**src/rtl/cmd_cfg_pkg.sv**
```systemverilog
// cmd_cfg_pkg: opcodes, response codes and FSM encodings shared by cmd_cfg_multi.
package cmd_cfg_pkg;
    typedef enum logic [1:0] {READ = 2'b00, WRITE = 2'b01, DUMP = 2'b10, RSVD = 2'b11} op_t;
    localparam logic [7:0] ACK = 8'hA5;
    localparam logic [7:0] NAK = 8'hEE;
    typedef logic [2:0] state_t;
    localparam state_t IDLE      = 3'd0;
    localparam state_t WAIT_SENT = 3'd1;
    localparam state_t DUMP_RD   = 3'd2;
    localparam state_t DUMP_SEND = 3'd3;
    localparam state_t DUMP_WAIT = 3'd4;
endpackage

```
**src/rtl/cmd_cfg_multi.sv**
```systemverilog
// cmd_cfg_multi: host command decoder, byte register file and oldest-first capture RAM dump.
module cmd_cfg_multi
    import cmd_cfg_pkg::*;
#(
    parameter int NUM_CH    = 5,
    parameter int DEPTH     = 384,
    parameter int AW        = 9,
    parameter int NUM_REGS  = 17,
    parameter int TRIG_ADDR = 0,
    parameter logic [NUM_REGS*8-1:0] RST_VEC = {NUM_REGS{8'h00}}
) (
    input  logic                  clk,
    input  logic                  rst_n,
    input  logic [15:0]           cmd,
    input  logic                  cmd_rdy,
    output logic                  clr_cmd_rdy,
    output logic [7:0]            resp,
    output logic                  send_resp,
    input  logic                  resp_sent,
    input  logic                  set_capture_done,
    input  logic [AW-1:0]         waddr,
    input  logic [NUM_CH*8-1:0]   rdata,
    output logic [AW-1:0]         addr_ptr,
    output logic [NUM_REGS*8-1:0] cfg_regs
);
    localparam int CW = $clog2(DEPTH + 1);
    op_t           op;
    logic [5:0]    addr;
    logic [7:0]    data;
    state_t        state;
    logic [CW-1:0] cnt;
    logic [5:0]    ch_idx;
    logic          accept, reg_ok, ch_ok;
    logic [7:0]    rd_byte, ch_byte;
    assign op     = op_t'(cmd[15:14]);
    assign addr   = cmd[13:8];
    assign data   = cmd[7:0];
    assign accept = state == IDLE && cmd_rdy;
    assign reg_ok = {1'b0, addr} < 7'(NUM_REGS);
    assign ch_ok  = addr != 6'd0 && addr <= 6'(NUM_CH);
    always_comb begin
        rd_byte = '0;
        for (int i = 0; i < NUM_REGS; i++) if (addr == 6'(i)) rd_byte = cfg_regs[8*i+:8];
    end
    always_comb begin
        ch_byte = '0;
        for (int i = 0; i < NUM_CH; i++) if (ch_idx == 6'(i)) ch_byte = rdata[8*i+:8];
    end
    // capture_done wins over a same-cycle host write by OR-ing bit 5 into the written data
    for (genvar i = 0; i < NUM_REGS; i++) begin : g_reg
        logic [7:0] r;
        logic       we, cd;
        assign we = accept && op == WRITE && addr == 6'(i);
        assign cd = i == TRIG_ADDR && set_capture_done;
        always_ff @(posedge clk or negedge rst_n)
            if (!rst_n) r <= RST_VEC[8*i+:8];
            else if (we || cd) r <= (we ? data : r) | (cd ? 8'h20 : 8'h00);
        assign cfg_regs[8*i+:8] = r;
    end
    always_ff @(posedge clk or negedge rst_n) begin
        if (!rst_n) begin
            state       <= IDLE;
            resp        <= '0;
            send_resp   <= 1'b0;
            clr_cmd_rdy <= 1'b0;
            addr_ptr    <= '0;
            cnt         <= '0;
            ch_idx      <= '0;
        end else begin
            clr_cmd_rdy <= 1'b0;
            send_resp   <= 1'b0;
            case (state)
                IDLE: if (cmd_rdy) begin
                    clr_cmd_rdy <= 1'b1;
                    if (op == DUMP && ch_ok) begin
                        addr_ptr <= waddr;
                        ch_idx   <= addr - 6'd1;
                        cnt      <= '0;
                        state    <= DUMP_RD;
                    end else begin
                        resp      <= (op == READ && reg_ok) ? rd_byte : (op == WRITE && reg_ok) ? ACK : NAK;
                        send_resp <= 1'b1;
                        state     <= WAIT_SENT;
                    end
                end
                WAIT_SENT: if (resp_sent) state <= IDLE;
                DUMP_RD:   state <= DUMP_SEND;
                DUMP_SEND: begin
                    resp      <= ch_byte;
                    send_resp <= 1'b1;
                    state     <= DUMP_WAIT;
                end
                DUMP_WAIT: if (resp_sent) begin
                    // a pending host command aborts the dump before the next byte
                    if (cmd_rdy) state <= IDLE;
                    else begin
                        cnt      <= cnt + 1'b1;
                        addr_ptr <= (addr_ptr == AW'(DEPTH - 1)) ? '0 : addr_ptr + 1'b1;
                        state    <= (cnt == CW'(DEPTH - 1)) ? IDLE : DUMP_RD;
                    end
                end
                default: state <= IDLE;
            endcase
        end
    end
endmodule

```
**config.mk**
```make
export PLATFORM = sky130hd
export DESIGN_NAME = cmd_cfg_multi
export DESIGN_NICKNAME = d
export VERILOG_FILES = /design/src/rtl/cmd_cfg_pkg.sv /design/src/rtl/cmd_cfg_multi.sv
export SDC_FILE = /design/constraint.sdc
export NUM_CORES = 1
export LEC_CHECK = 0
export CAP_MARGIN = 10
export CORE_UTILIZATION = 46
export DETAILED_ROUTE_END_ITERATION = 8
export DONT_BUFFER_PORTS = 1
export GPL_TIMING_DRIVEN = 0
export HOLD_SLACK_MARGIN = 0.15
export MAX_ROUTING_LAYER = met4
export PLACE_DENSITY = 0.58
export SLEW_MARGIN = 20
export SYNTH_ARGS = -nofsm -noshare
export SYNTH_HDL_FRONTEND = slang
export SYNTH_SLANG_ARGS = --single-unit
```
**constraint.sdc**
```tcl
create_clock -name clk -period 4.1 [get_ports clk]
set_input_delay 0.41 -clock clk [delete_from_list [all_inputs] [get_ports clk]]
set_output_delay 0.41 -clock clk [all_outputs]
set_load 0.1 [all_outputs]
```
==> impl_metrics.py, run 1 <==
metrics = {
    "cells_and_area": {
        "nets": 923,
        "stdcell_area_mm2": 0.0101,
        "drive_above_1_share_pct": 16.3,
        "area_delta_synth_final_pct": 11.9,
        "instances_no_fill": 1121,
    },
    "clock_network": {
        "numCtsBuffers": 17,
        "root_buffer": "clkbuf_16",
        "h-tree-depth": 4,
        "insertion_delay_ns": 0.44,
        "cts_setup_buffers": 0,
        "cts.sinks": 173,
        "clk_pin_slew_ns": 0.07,
        "cts_tree": "built",
        "clockBufferDepth": 2,
        "cts_resized": 0,
        "hold_buffers": 15,
    },
    "place": {
        "hpwl_um": 23300,
        "pre_cts_ws_ns": 0.979,
        "place.port_buffers": 0,
        "dp.cells": 1072,
        "placed_cell_area_mm2": 0.00932,
        "gp_congestion": 0.935,
    },
    "global_routing": {
        "grt_antenna_before_repair": 1,
        "grt.total_usage_pct": 33.2,
        "grt_pass1_vias": 7172,
        "grt_pass1_wl_um": 47000,
        "grt_max_degree": 174,
        "grt.overflow.total": 0,
    },
    "drt": {
        "drt_wl_total_um": 31500,
        "drc": 0,
        "ant_nets": 0,
        "wl_per_cell_um": 28.1,
        "via_per_inst": 6.49,
        "firstDrtPassIters": 5,
        "vias": 7278,
        "first_iter_violations": 567,
    },
    "logic_synthesis": {
        "synth.most_common_cell": "dfrtp_1",
        "synth_ff_type": "dfrtp_1",
        "ys_ff_latch": 173,
        "synth.cell_area_mm2": 0.00899,
        "ys.warnings.count": 0,
        "synth_adder_area_share_pct": 0.974,
        "syn_inst": 812,
        "synth_commonest_cells": "dfrtp_1, mux2_1, nor2_1",
        "synthDistinctLibCells": 76,
        "synth_xor_area_share_pct": 0.877,
        "synth_area_leaders": "dfrtp_1, mux2_1, mux2_2, nor2_1, o21ai_0",
        "yosys.area.top_type": "dfrtp_1",
        "avgSynthCellArea_um2": 11.1,
        "synth-edff-count": 0,
        "yosysTopAreaCellShare_pct": 48.1,
        "async_reset_ff_share_pct": 100,
        "synth-simple-area-share_pct": 15.5,
        "muxShareOfSynthArea_pct": 17.7,
        "synth_nets": 889,
        "yosysSeqAreaShare_pct": 48.1,
        "synth-compound-area-share_pct": 14.2,
        "synth_top_family_by_area": "multiplexers",
    },
    "timing": {
        "setup_violations": 0,
        "slew_viol_final": 0,
        "slew_headroom_pct": 28.9,
        "final_hold_viol_count": 173,
        "finalCritPeriodShare_pct": 70.4,
        "setup_ws_ns": 1.21,
        "finalClockSkew_ns": 0.0121,
        "max_clock_freq_mhz": 347,
        "whs_ns": -0.341,
        "finalCriticalPeriod_ns": 2.89,
        "grt_setup_unrepaired": "false",
        "setup_tns_ns": 0,
        "tightest_slew_ns": 1.07,
    },
    "power": {
        "vdd_drop_max_uv": 286,
        "power_density_mw_per_mm2": 459,
        "p_leak_uw": 0.00468,
    },
    "worst_setup_path": {
        "r2r_slack_ns": 1.21,
        "r2r_cells": 6,
        "crit_fanout": 9,
        "r2r-start": "addr_ptr[0]$_DFFE_PN0P_",
        "cp.required_ns": 4.41,
        "endpoint_kind": "register",
        "start_kind": "register",
        "worstPathArrival_ns": 3.20,
        "path_class": "register to register",
        "worstReg2RegEnd": "addr_ptr[3]$_DFFE_PN0P_",
    },
    "die": {
        "die-width_um": 142,
        "core_area_mm2": 0.0190,
        "io_pins": 225,
        "dieHeight_um": 142,
        "fp-row-count": 50,
        "dieArea_mm2": 0.0201,
        "initial_core_util_pct": 47.4,
    },
    "flow_run": {
        "cap_viol_max_count": 0,
    },
    "worst_hold_path": {
        "hold_path.class": "input port to asynchronous set/reset pin",
    },
    "status": {
        "violations": "negative hold slack",
        "status": "complete, but fails checks",
    },
}
[cell usage in the layout (no fill, tap or decap), types with 8 or more instances in the layout]
cell           synthesis  layout
dlygate4sd3_1          0      15
o221ai_1               8       8
clkbuf_16              0      17
a211oi_1               8       8
a22oi_1                9       9
nor2_1                59      59
nor3_1                14      14
o22ai_1               16      16
nand4_1               10      10
mux2_2                55      55
nand3_1               22      22
o21ai_0               40      40
buf_2                 16      16
inv_1                 10      10
a21oi_1               24      24
a31oi_1               11      11
mux2_1                70      70
nand2_1               52      52
nand2_4               10      10
clkbuf_1              22      23
a221oi_1              13      13
dfrtp_1              173     173
[per-layer routing]
metal / vias to the layer above / global-route usage, % / wire (um)
met4: 0 / 9.62 / 594
met5: - / - / 0
met2: 352 / 51.3 / 14600
li1: 3148 / - / -
met3: 32 / 10.7 / 3100
met1: 3746 / 41.7 / 13200
[cell type report]
type | count | area [um^2]
Fill cell | 1675 | 8890
Multi-Input combinational cell | 586 | 4440
Sequential cell | 173 | 4330
Clock buffer | 18 | 429
Tap cell | 260 | 325
Buffer | 42 | 189
Clock inverter | 14 | 154
Timing Repair Buffer | 15 | 150
Inverter | 11 | 41.3
Antenna cell | 2 | 5.00
[stage by stage]
stage	utilization [%]	power (uW)
finish	53.1	4620
global route	53.1	4770
CTS	53.0	4630
detailed placement	49.2	2990
global placement	49.1	2970
floorplan	-	2840
[worst max-delay path by stage]
| stage | startpoint | end | slack (ns) | cells past startpoint |
|---|---|---|---|---|
| 2_1_floorplan | addr_ptr[0]$_DFFE_PN0P_ | addr_ptr[5]$_DFFE_PN0P_ | 1.53 | 6 |
| 3_3_place_gp | cmd[11] | resp[7]$_DFFE_PN0P_ | 1.03 | 9 |
| 3_5_place_dp | cmd[8] | resp[7]$_DFFE_PN0P_ | 0.98 | 9 |
| 4_1_cts | addr_ptr[0]$_DFFE_PN0P_ | addr_ptr[5]$_DFFE_PN0P_ | 1.20 | 6 |
| 5_1_grt | addr_ptr[0]$_DFFE_PN0P_ | addr_ptr[3]$_DFFE_PN0P_ | 1.0 | 6 |
| 6_report | addr_ptr[0]$_DFFE_PN0P_ | addr_ptr[3]$_DFFE_PN0P_ | 1.21 | 6 |
[cells by family after synthesis]
kind of cell / count (synthesis)
muxes: 137
and+or+nand+nor: 246
xor gates and xnor gates: 9
buffers and inverters: 53
adders and majority gates: 7
DFF: 173
AOI/OAI and AO/OA: 187
[power by group]
part / total, uW / switching (uW) / internal (uW) / leakage (uW)
Combinational: 422 / 243 / 180 / 0.00205
Clock: 1640 / 729 / 910 / 0.000289
Sequential: 2560 / 768 / 1790 / 0.00234
[registers in the layout, summed over array words and instances, names as in the netlist]
register / flops
g.r: 136
cnt: 9
resp: 8
ch_idx: 6
clr_cmd_rdy: 1
state: 3
addr_ptr: 9
send_resp: 1
[worst max-delay path, stage by stage (launching register included)]
cell     delay, ns
dfrtp_1       1.00
ha_1          0.34
and3_1        0.22
nand4_1       0.19
o21ai_1       0.56
o21ai_0       0.15
a221o_1       0.30
Power figures use the tool's default switching activity.
==> run 2, diff against run 1 <==
Settings changed: PLACE_DENSITY 0.58 to 0.6.
Clock period 4.1 ns to 2.3 ns, I/O delays scaled along.
==> run 2 against run 1 <==
The flow still finishes with violations (negative hold slack). First-iteration DRC count is 4.9% lower. Count of clock-buffer cells in the layout stayed put. Critical path depth is 3 higher. Flip-flop and latch count stayed put. Sequential power is 79% higher. Total power is 85% higher. Global-route usage is 0.43 points higher. Core utilization is 2.5 points higher. Final cell count is 1.7% higher. Highest routed layer unchanged.
==> impl_metrics.py, run 2 (synthesized netlist as in run 1, its figures left out) <==
metrics = {
    "status": {
        "status": "complete, but fails checks",
        "violations": "negative hold slack",
    },
    "cells_and_area": {
        "final_cell_mix": "dfrtp_1, mux2_1, nor2_1",
        "n_fill_cell": 1666,
        "drive_above_1_share_pct": 22.4,
        "layout_top_registers": "g.r x136, addr_ptr x9, cnt x9",
        "register_area_mm2": 0.00436,
        "final_util_pct": 55.6,
        "nets": 943,
        "largest_reg_flops": 136,
        "regMostFlops": "g.r",
        "area_delta_synth_final_pct": 17.2,
        "multi_input_area_mm2": 0.00461,
        "final_common_cell": "dfrtp_1",
    },
    "clock_network": {
        "root_buffer": "clkbuf_16",
        "clk_pin_slew_ns": 0.08,
        "hold_buffers": 25,
        "h-tree-depth": 4,
        "numCtsBuffers": 17,
        "cts.sinks": 173,
        "clockBufferDepth": 2,
        "cts_tree": "built",
        "insertion_delay_ns": 0.43,
    },
    "worst_setup_path": {
        "start_kind": "register",
        "endpoint_kind": "register",
        "cp.required_ns": 2.63,
        "crit_fanout": 10,
        "path_class": "register to register",
        "worstPathArrival_ns": 2.59,
    },
    "die": {
        "dieHeight_um": 142,
        "dieArea_mm2": 0.0201,
        "die-width_um": 142,
        "initial_core_util_pct": 47.4,
        "io_pins": 225,
        "core_area_mm2": 0.0190,
        "fp-row-count": 50,
    },
    "timing": {
        "setup_ws_ns": 0.0447,
        "finalCriticalPeriod_ns": 2.26,
        "slew_viol_final": 0,
        "tightest_slew_ns": 1.07,
        "max_clock_freq_mhz": 443,
        "final_hold_viol_count": 173,
        "whs_ns": -0.515,
        "finalCritPeriodShare_pct": 98.1,
        "setup_tns_ns": 0,
        "setup_violations": 0,
        "finalClockSkew_ns": 0.0129,
        "slew_headroom_pct": 28.5,
        "grt_setup_unrepaired": "true",
    },
    "drt": {
        "via_per_inst": 6.39,
        "drc": 0,
        "wl_per_cell_um": 28.4,
        "ant_nets": 0,
        "drt_wl_total_um": 32300,
        "first_iter_violations": 539,
        "vias": 7288,
        "firstDrtPassIters": 4,
    },
    "power": {
        "pwr-share-comb_pct": 9.5,
        "pwr-share-seq_pct": 53.6,
        "power.total_uw": 8550,
        "vdd_drop_max_uv": 511,
        "p_leak_uw": 0.00485,
        "p_clk_share_pct": 36.9,
        "p_switching_uw": 3200,
        "internal_power_uw": 5350,
        "swShare_pct": 37.4,
        "power_density_mw_per_mm2": 812,
    },
    "global_routing": {
        "grt.total_usage_pct": 33.6,
        "grt.overflow.total": 0,
        "grt_pass1_vias": 7360,
        "grt_antenna_before_repair": 0,
        "grt_max_degree": 174,
        "grt_pass1_wl_um": 47600,
    },
    "worst_hold_path": {
        "hold_path.class": "input port to asynchronous set/reset pin",
    },
    "place": {
        "gp_congestion": 0.931,
        "place.port_buffers": 0,
        "pre_cts_ws_ns": -0.606,
        "hpwl_um": 23500,
    },
    "flow_run": {
        "cap_viol_max_count": 0,
    },
}
[run 2: worst paths after layout]
kind                                      startpoint                       to  slack [ns]  cells after the start
worst max-delay path            state[2]$_DFFE_PN0P_      resp[5]$_DFFE_PN0P_        0.04                      9
worst min-delay path                           rst_n  addr_ptr[1]$_DFFE_PN0P_       -0.51                      0
worst max register to register  state[2]$_DFFE_PN0P_      resp[5]$_DFFE_PN0P_        0.04                      9
worst min register to register  state[2]$_DFFE_PN0P_     state[0]$_DFFE_PN0P_        0.51                      1
max in group asynchronous                      rst_n  addr_ptr[3]$_DFFE_PN0P_        2.32                      0
min in group clk                              cmd[9]    ch_idx[1]$_DFFE_PN0P_        0.19                      3
[run 2: layer usage]
layer	routed length (um)	up-vias	GRT usage (%)	share of wire (%)
met4	905	0	12.2	2.8
li1	-	3172	-	-
met3	3460	42	11.7	11
met1	13200	3686	41.5	41
met2	14800	388	51.0	46
met5	0	-	-	0
[run 2: power groups by stage]
stage | logic [uW] | registers [uW] | clock network (uW)
CTS | 781 | 4580 | 3170
floorplan | 524 | 4540 | 0
detailed placement | 703 | 4630 | 0
finish | 815 | 4580 | 3150
global route | 879 | 4610 | 3290
global placement | 682 | 4610 | 0
[run 2: stage by stage]
| step | instance area (um^2) | instances |
|---|---|---|
| after floorplan | 9000 | 812 |
| after global placement | 9320 | 1072 |
| after detailed placement | 9320 | 1072 |
| after CTS | 10300 | 1133 |
| after global routing | 10500 | 1139 |
| final | 10500 | 1140 |
[run 2: repair_timing]
action,4_1_cts,5_1_grt
pin swaps,3,5
gates resized for setup,25,39
setup endpoints to repair,151,139
endpoints found under the hold margin,245,173
setup buffers,4,7
gates cloned,0,2
[run 2: cell type report]
class / count / area share [%]
clock buffers: 18 / 4.17
multi-input cells: 587 / 43.7
repair buffers: 36 / 3.56
inverters: 11 / 0.416
diodes: 1 / 0.0238
clock inverters: 14 / 1.81
plain buffers: 40 / 1.86
well taps: 260 / 3.09
flip-flops and latches: 173 / 41.3
[run 2: critical path, stage by stage, from the launching register on]
cell and delay (ns):
dfrtp_2 0.44, nand2b_4 0.16, or3_4 0.41, inv_4 0.07, buf_4 0.13, a21oi_4 0.09
inv_1 0.12, buf_2 0.26, o22ai_1 0.18, a211oi_2 0.31
